File: config.mk
export PLATFORM = sky130hd
export DESIGN_NAME = mod_greeter
export DESIGN_NICKNAME = d
export VERILOG_FILES = /design/src/rtl/mod_greeter_pkg.sv /design/src/rtl/mod_greeter_rr_arb.sv /design/src/rtl/mod_greeter.sv
export SDC_FILE = /design/constraint.sdc
export NUM_CORES = 1
export LEC_CHECK = 0
export CORE_ASPECT_RATIO = 1.2
export CORE_UTILIZATION = 47
export DETAILED_ROUTE_END_ITERATION = 6
export GPL_ROUTABILITY_DRIVEN = 0
export GPL_TIMING_DRIVEN = 0
export PLACE_DENSITY = 0.9
export SYNTH_ARGS = -nofsm -noshare
export SYNTH_HDL_FRONTEND = slang
export SYNTH_SLANG_ARGS = --single-unit
File: constraint.sdc
create_clock -name clk -period 3.2 [get_ports clk]
set_input_delay 0.32 -clock clk [delete_from_list [all_inputs] [get_ports clk]]
set_output_delay 0.32 -clock clk [all_outputs]
set_load 0.01 [all_outputs]
File: src/rtl/mod_greeter_pkg.sv
// rtl/mod_greeter_pkg.sv - shared FSM state type and channel-index width helper for mod_greeter
package mod_greeter_pkg;

    typedef enum logic {
        ST_IDLE = 1'b0,
        ST_ACK  = 1'b1
    } state_t;

    function automatic int ch_w(input int num_ch);
        return (num_ch > 1) ? $clog2(num_ch) : 1;
    endfunction

endpackage

File: src/rtl/mod_greeter_rr_arb.sv
// rtl/mod_greeter_rr_arb.sv - combinational round-robin grant over an eligible mask
module mod_greeter_rr_arb
    import mod_greeter_pkg::*;
#(
    parameter int NUM_CH = 4,
    parameter int CH_W   = ch_w(NUM_CH)
) (
    input  logic [NUM_CH-1:0] eligible,
    input  logic [CH_W-1:0]   ptr,
    output logic [NUM_CH-1:0] grant_oh,
    output logic [CH_W-1:0]   grant_idx,
    output logic              any_grant
);

    logic [CH_W-1:0] cand;

    // Scan channels starting at the pointer; the first eligible one wins.
    always_comb begin
        grant_oh  = '0;
        grant_idx = '0;
        any_grant = 1'b0;
        cand      = '0;
        for (int i = 0; i < NUM_CH; i++) begin
            cand = CH_W'((int'(ptr) + i) % NUM_CH);
            if (!any_grant && eligible[cand]) begin
                any_grant      = 1'b1;
                grant_oh[cand] = 1'b1;
                grant_idx      = cand;
            end
        end
    end

endmodule

File: src/rtl/mod_greeter.sv
// rtl/mod_greeter.sv - round-robin request handler with first-contact tracking; MOD_GREETER_DISPLAY_EN enables greeting print
module mod_greeter
    import mod_greeter_pkg::*;
#(
    parameter int NUM_CH  = 4,
    parameter int DATA_W  = 8,
    parameter int COUNT_W = 16,
    parameter bit ONCE    = 1'b1
) (
    input  logic                       clk,
    input  logic                       rst,
    input  logic [NUM_CH-1:0]          req_valid,
    input  logic [NUM_CH*DATA_W-1:0]   req_data,
    output logic [NUM_CH-1:0]          req_ready,
    output logic                       out_valid,
    output logic [$clog2(NUM_CH)-1:0]  out_ch,
    output logic [DATA_W-1:0]          out_data,
    output logic                       out_first,
    output logic [COUNT_W-1:0]         total_count
);

    localparam int CH_W = ch_w(NUM_CH);

    state_t              state;
    state_t              state_next;
    logic [CH_W-1:0]     ptr;
    logic [NUM_CH-1:0]   seen;
    logic [NUM_CH-1:0]   ack_mask;
    logic [NUM_CH-1:0]   eligible;
    logic [NUM_CH-1:0]   grant_oh;
    logic [CH_W-1:0]     grant_idx;
    logic                any_grant;
    logic [DATA_W-1:0]   grant_data;
    logic                grant_seen;

    // A channel being acked this cycle still shows valid; mask it so it is not re-granted.
    assign ack_mask = (state == ST_ACK) ? req_ready : '0;
    assign eligible = req_valid & ~ack_mask;

    mod_greeter_rr_arb #(
        .NUM_CH (NUM_CH),
        .CH_W   (CH_W)
    ) u_arb (
        .eligible  (eligible),
        .ptr       (ptr),
        .grant_oh  (grant_oh),
        .grant_idx (grant_idx),
        .any_grant (any_grant)
    );

    assign grant_data = req_data[grant_idx*DATA_W +: DATA_W];
    assign grant_seen = seen[grant_idx];

    always_ff @(posedge clk or posedge rst) begin
        if (rst) begin
            state <= ST_IDLE;
        end else begin
            state <= state_next;
        end
    end

    always_comb begin
        state_next = state;
        case (state)
            ST_IDLE: if (any_grant) state_next = ST_ACK;
            ST_ACK:  state_next = any_grant ? ST_ACK : ST_IDLE;
            default: state_next = ST_IDLE;
        endcase
    end

    always_ff @(posedge clk or posedge rst) begin
        if (rst) begin
            req_ready   <= '0;
            out_valid   <= 1'b0;
            out_ch      <= '0;
            out_data    <= '0;
            out_first   <= 1'b0;
            total_count <= '0;
            seen        <= '0;
            ptr         <= '0;
        end else if (any_grant) begin
            req_ready   <= grant_oh;
            out_valid   <= !(ONCE && grant_seen);
            out_ch      <= grant_idx;
            out_data    <= grant_data;
            out_first   <= !grant_seen;
            seen        <= seen | grant_oh;
            ptr         <= (grant_idx == CH_W'(NUM_CH - 1)) ? '0 : grant_idx + 1'b1;
            if (total_count != '1) begin
                total_count <= total_count + 1'b1;
            end
        end else begin
            req_ready   <= '0;
            out_valid   <= 1'b0;
            out_ch      <= '0;
            out_data    <= '0;
            out_first   <= 1'b0;
        end
    end

`ifdef MOD_GREETER_DISPLAY_EN
    always_ff @(posedge clk) begin
        if (!rst && any_grant && !grant_seen) begin
            $display("Hello world! ch=%0d data=%h", grant_idx, grant_data);
        end
    end
`endif

endmodule

; Word-level counts from Yosys, hierarchy flattened
; Index checks and enable logic that the tools add are counted.
; Widths: inputs -> output; s select.
[op_classes]
shift = 1
n_reduce_logical = 12
addsub = 5
n_eq_ne = 2
n_bitwise = 6
mux = 37
magnitude_cmp = 9
[op_table]
columns = op, n
row1 = $shiftx 32x6->8, 1
row2 = $mux 4, 6
row3 = $add 16x1->16 const B, 1
row4 = $ne 16x16->1 const B, 1
row5 = $or 4x4->4, 4
row6 = $lt 2x3->1 const B, 5
row7 = $mux 1, 15
row8 = $mux 2, 6
row9 = $bmux 1 s2, 5
row10 = $demux 1 s2, 4
row11 = $ge 2x1->1 const B, 4
row12 = $mux 8, 1
row13 = $logic_and 1x1->1, 7
row14 = $add 2x1->2 const B, 2
row15 = $add 2x2->2 const B, 2
row16 = $and 4x4->4, 1
row17 = $logic_not 1->1, 4
row18 = $not 4->4, 1
row19 = $eq 2x2->1 const B, 1
row20 = $reduce_and 2->1, 1
[totals]
output_inout_bits = 32
wordCells = 80
ff_bits = 38

; Longest topological paths before layout
; Gate-level depths: netlist of the first run.
[depth]
ltp_word = 19
mapped_depth = 12

; Cells and area by module
; A second synthesis of the first run with hierarchy kept.
[hier_totals]
hier_cells = 184
hier_area_um2 = 2189.6
[by_module_without_submodules]
columns = mod, cells_per_inst, seq_area_each_um2, instances, area_each_um2
row1 = mod_greeter, 139, 950.9, 1, 1767.9
row2 = mod_greeter_rr_arb, 45, 0.0, 1, 421.7

; Worst setup path after synthesis of the first run
; No wires, ideal clock.
[synth_timing]
path_type = reg-to-reg
startpoint = register ptr[0]
endpoint = register out_first
arrival_time_ns = 2.541
stages_incl_launch_ff = 10
setup_slack_ns = 0.531
setup_ns = 0.127
synth_period_minus_slack_ns = 2.669
cell_sequence = dfrtp_1 > buf_4 > inv_2 > buf_6 > ha_1 > buf_1 > mux4_2 > a221oi_4 > or2_1 > mux2_1
[synth_between]
elab_chain_cells = 16
elab_cells_between_ends = 29
classes_between = 3 x add/sub / 19 x mux / 7 x reduce/logical
[synth_lines]
columns = item, line_no
row1 = from (decl), mod_greeter.sv:26  ; logic [CH_W-1:0] ptr;
row2 = from (signal assigned), mod_greeter.sv:88  ; ptr <= (grant_idx == CH_W'(NUM_CH - 1)) ? '0 : grant_idx + 1'b1;
row3 = "parallel branches: the longest is 15 deep, another holds $add 2x1->2", --
row4 = $mux 1 *, mod_greeter.sv:81  ; end else if (any_grant) begin
row5 = to (signal assigned), mod_greeter.sv:86  ; out_first <= !grant_seen;
row6 = to (decl), mod_greeter.sv:18  ; output logic out_first,
; Mark *: on every way between the ends. The select of a mux whose other input is x is not followed.
; A chain may end at the register's enable or synchronous reset.

; Worst setup path after layout of the first run
; Ends and elaborated chain as after synthesis.

==> impl_metrics.env, run 1 <==
export IMPL_status="finished clean"
export IMPL_p_int_mw=1.83
export IMPL_wire_per_inst_microns=16.4
export IMPL_yosysTopAreaCellShare_pct=40.5
export IMPL_synth_area_per_cell_sq_um=10.3
export IMPL_p_sw_mw=1.46
export IMPL_fin_crit_sh_pct=95.3
export IMPL_syn_inst=227
export IMPL_drt_iter0_markers=139
export IMPL_combPwrFrac_pct=65.2
export IMPL_seq_area_sq_um=951
export IMPL_cp_slowest_stage_delay_ps=450
export IMPL_netSwitchingFraction_pct=44.4
export IMPL_start_util_pct=50.0
export IMPL_min_path_type="reg2reg"
export IMPL_grt_total_usage_pct=23.6
export IMPL_crit_fanout=13
export IMPL_vias_per_cell=5.85
export IMPL_synthArstFlopShare_pct=100
export IMPL_synth_edff_count=0
export IMPL_seq_power_share_pct=25.5
export IMPL_cp_start_kind="flip-flop"
export IMPL_yosys_warnings=0
export IMPL_pin_count=70
export IMPL_multi_input_area_sq_um=1290
export IMPL_yosys_most_used_dff="dfrtp_1"
export IMPL_cts_htree_levels=2
export IMPL_fin_setup_tns_ps=0
export IMPL_core_area_sq_um=4700
export IMPL_cts_root_buf="clkbuf_8"
export IMPL_numPortBuffers=69
export IMPL_clock_latency_ps=280
export IMPL_synth_nets=274
export IMPL_rsz0062_at_grt="no"
export IMPL_die_area_sq_um=5280
export IMPL_ys_ff_latch=38
export IMPL_yosysMostFrequentCell="dfrtp_1"
export IMPL_critical_path_top_delay_family="multiplexers"
export IMPL_clk_path_buf_depth=2
export IMPL_p_leak_nw=1.33
export IMPL_grt_start_max_net_pins=39
export IMPL_required_ps=3360
export IMPL_powerDensity_nw_per_um2=1030
export IMPL_max_freq_mhz=328
export IMPL_critical_path_class="reg2reg"
export IMPL_cts_tree="built"
export IMPL_synth_seq_area_share_pct=40.5
export IMPL_route_vias_total=2119
export IMPL_yosysTopAreaCell="dfrtp_1"
export IMPL_rows=27
export IMPL_final_max_slew_violation_count=0
export IMPL_place_hpwl_microns=4320
export IMPL_drive_gt1_share_pct=9.54
export IMPL_grt_pass1_vias=2137
export IMPL_worstSetupEndpointType="flip-flop"
export IMPL_cts_hold_buf=0
export IMPL_arrival_ps=3210
export IMPL_finalNetCount=351
export IMPL_slew_headroom_pct=48.0
export IMPL_p_clk_share_pct=9.3
export IMPL_min_period_ps=3050
export IMPL_finClkSkew_ps=4.69
export IMPL_path_cells="buf_4 -> inv_2 -> buf_6 -> ha_1 -> buf_1 -> mux4_2 -> a31oi_1 -> nor3_4 -> or2_1 -> mux2_1"
export IMPL_overflow=0
export IMPL_ant_nets=0
export IMPL_vdd_drop_max_mv=0.490
export IMPL_drtPass1Iterations=4
export IMPL_drc=0
export IMPL_whs_ps=468
export IMPL_clk_pin_slew_worst_paths_ps=70
export IMPL_netlist_area_sq_um=2350
export IMPL_syn_to_final_growth_pct=36.4
export IMPL_hold_violations=0
export IMPL_dieWidth_microns=66.5
export IMPL_crit_buf_inv=4
export IMPL_die_h_microns=79.4
export IMPL_cp_slowest_cell="mux4_2"
export IMPL_nFillCells=375
export IMPL_numCtsBuffers=5
export IMPL_diodes=0
export IMPL_wl_microns=5930
export IMPL_grt_pass1_wl_microns=9520
export IMPL_antenna_found_initial=0
export IMPL_maxCapViolCount=0
export IMPL_yosys_top_cells_count="dfrtp_1 (38), mux2i_1 (14), nand2_1 (10)"
export IMPL_clkSinkCount=38
export IMPL_synth_lib_cells_used_distinct=51
export IMPL_setup_violations_final=0
export IMPL_worst_pin_slew_ps=778
export IMPL_synth_area_leaders="dfrtp_1 (41%), mux2i_1 (6.0%), ha_1 (4.8%)"
==> per-layer routing <==
layer  global-route usage (%)  routed length (microns)  up-vias
li1                         -                        -      985
met1                     28.4                     2370     1019
met2                     41.2                     3060      105
met3                     4.43                      419       10
met4                     8.51                       80        0
met5                        0                        0        -
==> per-stage QoR <==
stage	power [mW]	utilization (%)	setup WS, ps	std cells	instance area (sq um)
CTS	3.25	67.9	85.6	361	3190
detailed placement	2.94	66.2	124	354	3110
global placement	2.85	66.2	179	354	3110
finish	3.28	68.2	151	362	3200
floorplan	2.21	-	531	227	2350
global route	3.51	68.2	9.04	362	3200
==> power groups by stage <==
stage / clock network, mW / logic [mW] / registers, mW
5_1_grt: 0.333 / 2.31 / 0.864
6_report: 0.306 / 2.14 / 0.837
3_5_place_dp: 0 / 2.10 / 0.840
4_1_cts: 0.312 / 2.10 / 0.834
3_3_place_gp: 0 / 2.01 / 0.835
2_1_floorplan: 0 / 1.32 / 0.889
==> layout make-up <==
class,count,area share [%]
Buffer,12,2.31
Timing Repair Buffer,70,21.8
Sequential cell,38,29.7
Multi-Input combinational cell,167,40.4
Inverter,10,1.17
Clock buffer,7,2.38
Tap cell,58,2.27
==> worst paths after layout <==
| check | start | end | slack, ps | depth (start not counted) |
|---|---|---|---|---|
| max | ptr[0] | out_first | 150 | 10 |
| min | seen[0] | seen[0] | 470 | 1 |
| max reg2reg | ptr[0] | out_first | 150 | 10 |
| min reg2reg | seen[0] | seen[0] | 470 | 1 |
| max in group asynchronous | rst | req_ready[1] | 2210 | 2 |
| min in group asynchronous | rst | out_data[1] | 500 | 2 |
==> repair_timing <==
action | 4_1_cts | 5_1_grt
gates resized for setup | 0 | 3
setup endpoints to repair | 0 | 11
setup buffers | 0 | 1
==> layout by cell type (no fill, tap or decap), types with 4 or more instances in the layout <==
master / n
a21boi_0: 8
a21oi_1: 6
a22o_1: 4
and3_1: 9
buf_4: 4
clkbuf_1: 6
clkbuf_8: 5
clkdlybuf4s50_1: 69
dfrtp_1: 38
ha_1: 9
inv_1: 6
mux2i_1: 14
nand2_1: 10
nand2b_1: 4
nand3_1: 8
nor2_1: 8
nor3_1: 9
o21ai_1: 8
o221ai_1: 8
xnor2_1: 7
xor2_1: 8
==> flip-flops by register name, summed over array words and instances (netlist names) <==
register and cells:
out_data 8, total_count 16, out_ch 2, ptr 2, seen 4, req_ready 4
out_first 1, state 1
==> cell families after synthesis <==
| kind of cell | share of synthesized area (%) |
|---|---|
| XOR/XNOR | 5.60 |
| AND/OR/NAND/NOR | 15.9 |
| flip-flops | 40.5 |
| AO/OA/AOI/OAI | 18.7 |
| buffers and inverters | 4.69 |
| multiplexers | 9.81 |
| adder cells (fa/ha/maj) | 4.80 |
Power figures use the tool's default switching activity.
==> run 2, diff against run 1 <==
--- a/config.mk
+++ b/config.mk
@@ -14,3 +14,4 @@
 export SYNTH_ARGS = -nofsm -noshare
 export SYNTH_HDL_FRONTEND = slang
 export SYNTH_SLANG_ARGS = --single-unit
+export TNS_END_PERCENT = 50
==> results of run 2 <==
Final layout, timing and power as in run 1 (identical DEF).
==> run 3, diff against run 2 <==
--- a/config.mk
+++ b/config.mk
@@ -6,11 +6,12 @@
 export NUM_CORES = 1
 export LEC_CHECK = 0
 export CORE_ASPECT_RATIO = 1.2
-export CORE_UTILIZATION = 47
+export CORE_UTILIZATION = 49
+export CTS_BUF_LIST = sky130_fd_sc_hd__clkbuf_8
 export DETAILED_ROUTE_END_ITERATION = 6
 export GPL_ROUTABILITY_DRIVEN = 0
 export GPL_TIMING_DRIVEN = 0
-export PLACE_DENSITY = 0.9
+export PLACE_DENSITY = 0.93
 export SYNTH_ARGS = -nofsm -noshare
 export SYNTH_HDL_FRONTEND = slang
 export SYNTH_SLANG_ARGS = --single-unit
==> impl_metrics.env, run 3 (same netlist as run 1, synthesis figures left out) <==
export IMPL_die_h_microns=77.8
export IMPL_finClkSkew_ps=10.4
export IMPL_vdd_drop_max_mv=0.585
export IMPL_numCtsBuffers=5
export IMPL_finalNetCount=351
export IMPL_crit_fanout=13
export IMPL_diodes=0
export IMPL_drt_iter0_markers=189
export IMPL_grt_total_usage_pct=25.9
export IMPL_worstSetupEndpointType="flip-flop"
export IMPL_cts_hold_buf=0
export IMPL_path_cells="buf_4 -> inv_2 -> buf_6 -> ha_1 -> clkbuf_2 -> mux4_2 -> a221oi_4 -> or2_1 -> mux2_1"
export IMPL_worst_pin_slew_ps=901
export IMPL_route_vias_total=2083
export IMPL_largestRegisters="total_count (16), out_data (8)"
export IMPL_power_total_mw=3.28
export IMPL_fin_util_pct=69.9
export IMPL_layout_commonest_cell="clkdlybuf4s50_1"
export IMPL_numPortBuffers=69
export IMPL_required_ps=3370
export IMPL_placed_cells=355
export IMPL_largest_register_ffs=16
export IMPL_max_freq_mhz=344
export IMPL_setup_violations_final=0
export IMPL_fin_crit_sh_pct=91.0
export IMPL_cp_start_kind="flip-flop"
export IMPL_grt_pass1_wl_microns=9830
export IMPL_rsz0062_at_grt="no"
export IMPL_drtPass1Iterations=4
export IMPL_hold_violations=0
export IMPL_syn_to_final_growth_pct=36.8
export IMPL_cts_tree="built"
export IMPL_regMostFlops="total_count"
export IMPL_powerDensity_nw_per_um2=1020
export IMPL_min_path_type="reg2reg"
export IMPL_stdcell_count=361
export IMPL_clk_pin_slew_worst_paths_ps=70
export IMPL_min_period_ps=2910
export IMPL_ant_nets=0
export IMPL_place_hpwl_microns=4530
export IMPL_cts_root_buf="clkbuf_8"
export IMPL_rows=27
export IMPL_final_max_slew_violation_count=0
export IMPL_arrival_ps=3080
export IMPL_grt_pass1_vias=2097
export IMPL_pin_count=70
export IMPL_slew_headroom_pct=39.9
export IMPL_fin_setup_tns_ps=0
export IMPL_drc=0
export IMPL_core_area_sq_um=4590
export IMPL_final_cell_mix="clkdlybuf4s50_1 (69), dfrtp_1 (38), mux2i_1 (14)"
export IMPL_clkSinkCount=38
export IMPL_overflow=0
export IMPL_clock_latency_ps=300
export IMPL_start_util_pct=51.1
export IMPL_critical_path_class="reg2reg"
export IMPL_p_leak_nw=1.34
export IMPL_crit_buf_inv=4
export IMPL_vias_per_cell=5.77
export IMPL_grt_start_max_net_pins=24
export IMPL_cp_slowest_stage_delay_ps=540
export IMPL_drive_gt1_share_pct=9.90
export IMPL_critical_path_top_delay_family="multiplexers"
export IMPL_status="finished clean"
export IMPL_maxCapViolCount=0
export IMPL_whs_ps=472
export IMPL_cts_htree_levels=2
export IMPL_wl_microns=6150
export IMPL_cp_slowest_cell="a221oi_4"
export IMPL_antenna_found_initial=0
export IMPL_wire_per_inst_microns=17.0
export IMPL_die_area_sq_um=5070
export IMPL_dieWidth_microns=65.2
export IMPL_clk_path_buf_depth=2
## run 3: final timing paths
kind | start | to | slack (ps) | cells past startpoint
setup / recovery | ptr[0] | out_first | 290 | 9
hold / removal | seen[2] | seen[2] | 470 | 2
setup reg to reg | ptr[0] | out_first | 290 | 9
hold reg to reg | seen[2] | seen[2] | 470 | 2
max in group asynchronous | rst | ptr[1] | 2070 | 3
min in group asynchronous | rst | total_count[10] | 510 | 2
## run 3: area by class of cell
cell class | instances | area, sq um
Buffer | 12 | 75.1
Clock buffer | 6 | 82.6
Fill cell | 348 | 1380
Inverter | 10 | 37.5
Multi-Input combinational cell | 167 | 1290
Sequential cell | 38 | 951
Tap cell | 58 | 72.6
Timing Repair Buffer | 70 | 706
## run 3: worst register-to-register path: cells and delay by family, from the launching register on
kind                     cells  cell delay (ps)
multiplexers                 2              740
flip-flops                   1              420
buffers and inverters        4              600
AO/OA/AOI/OAI                1              550
adder cells (fa/ha/maj)      1              280
AND/OR/NAND/NOR              1              210
## run 3: layer usage
layer  routed length, microns  vias to the layer above  track usage (%)
met3                      357                       13             6.47
met5                        0                        -                0
met1                     2500                      997             29.3
met2                     3140                       86             45.2
li1                         -                      987                -
met4                      147                        0             10.9
## run 3: power breakdown
part           leakage, nW  switching (mW)  internal (mW)
registers            0.441           0.170          0.672
clock network       0.0431           0.165          0.166
logic                0.855            1.11          0.992
total                 1.34            1.45           1.83
## run 3: repair_timing
action / CTS / global route
gates resized for setup: 0 / 3
setup endpoints to repair: 0 / 6
setup buffers: 0 / 0
## run 3: through the flow
stage / cell area, sq um / setup WS [ps]
2_1_floorplan: 2350 / 531
3_3_place_gp: 3110 / 200
3_5_place_dp: 3130 / 160
4_1_cts: 3210 / 139
5_1_grt: 3210 / 153
6_report: 3210 / 289
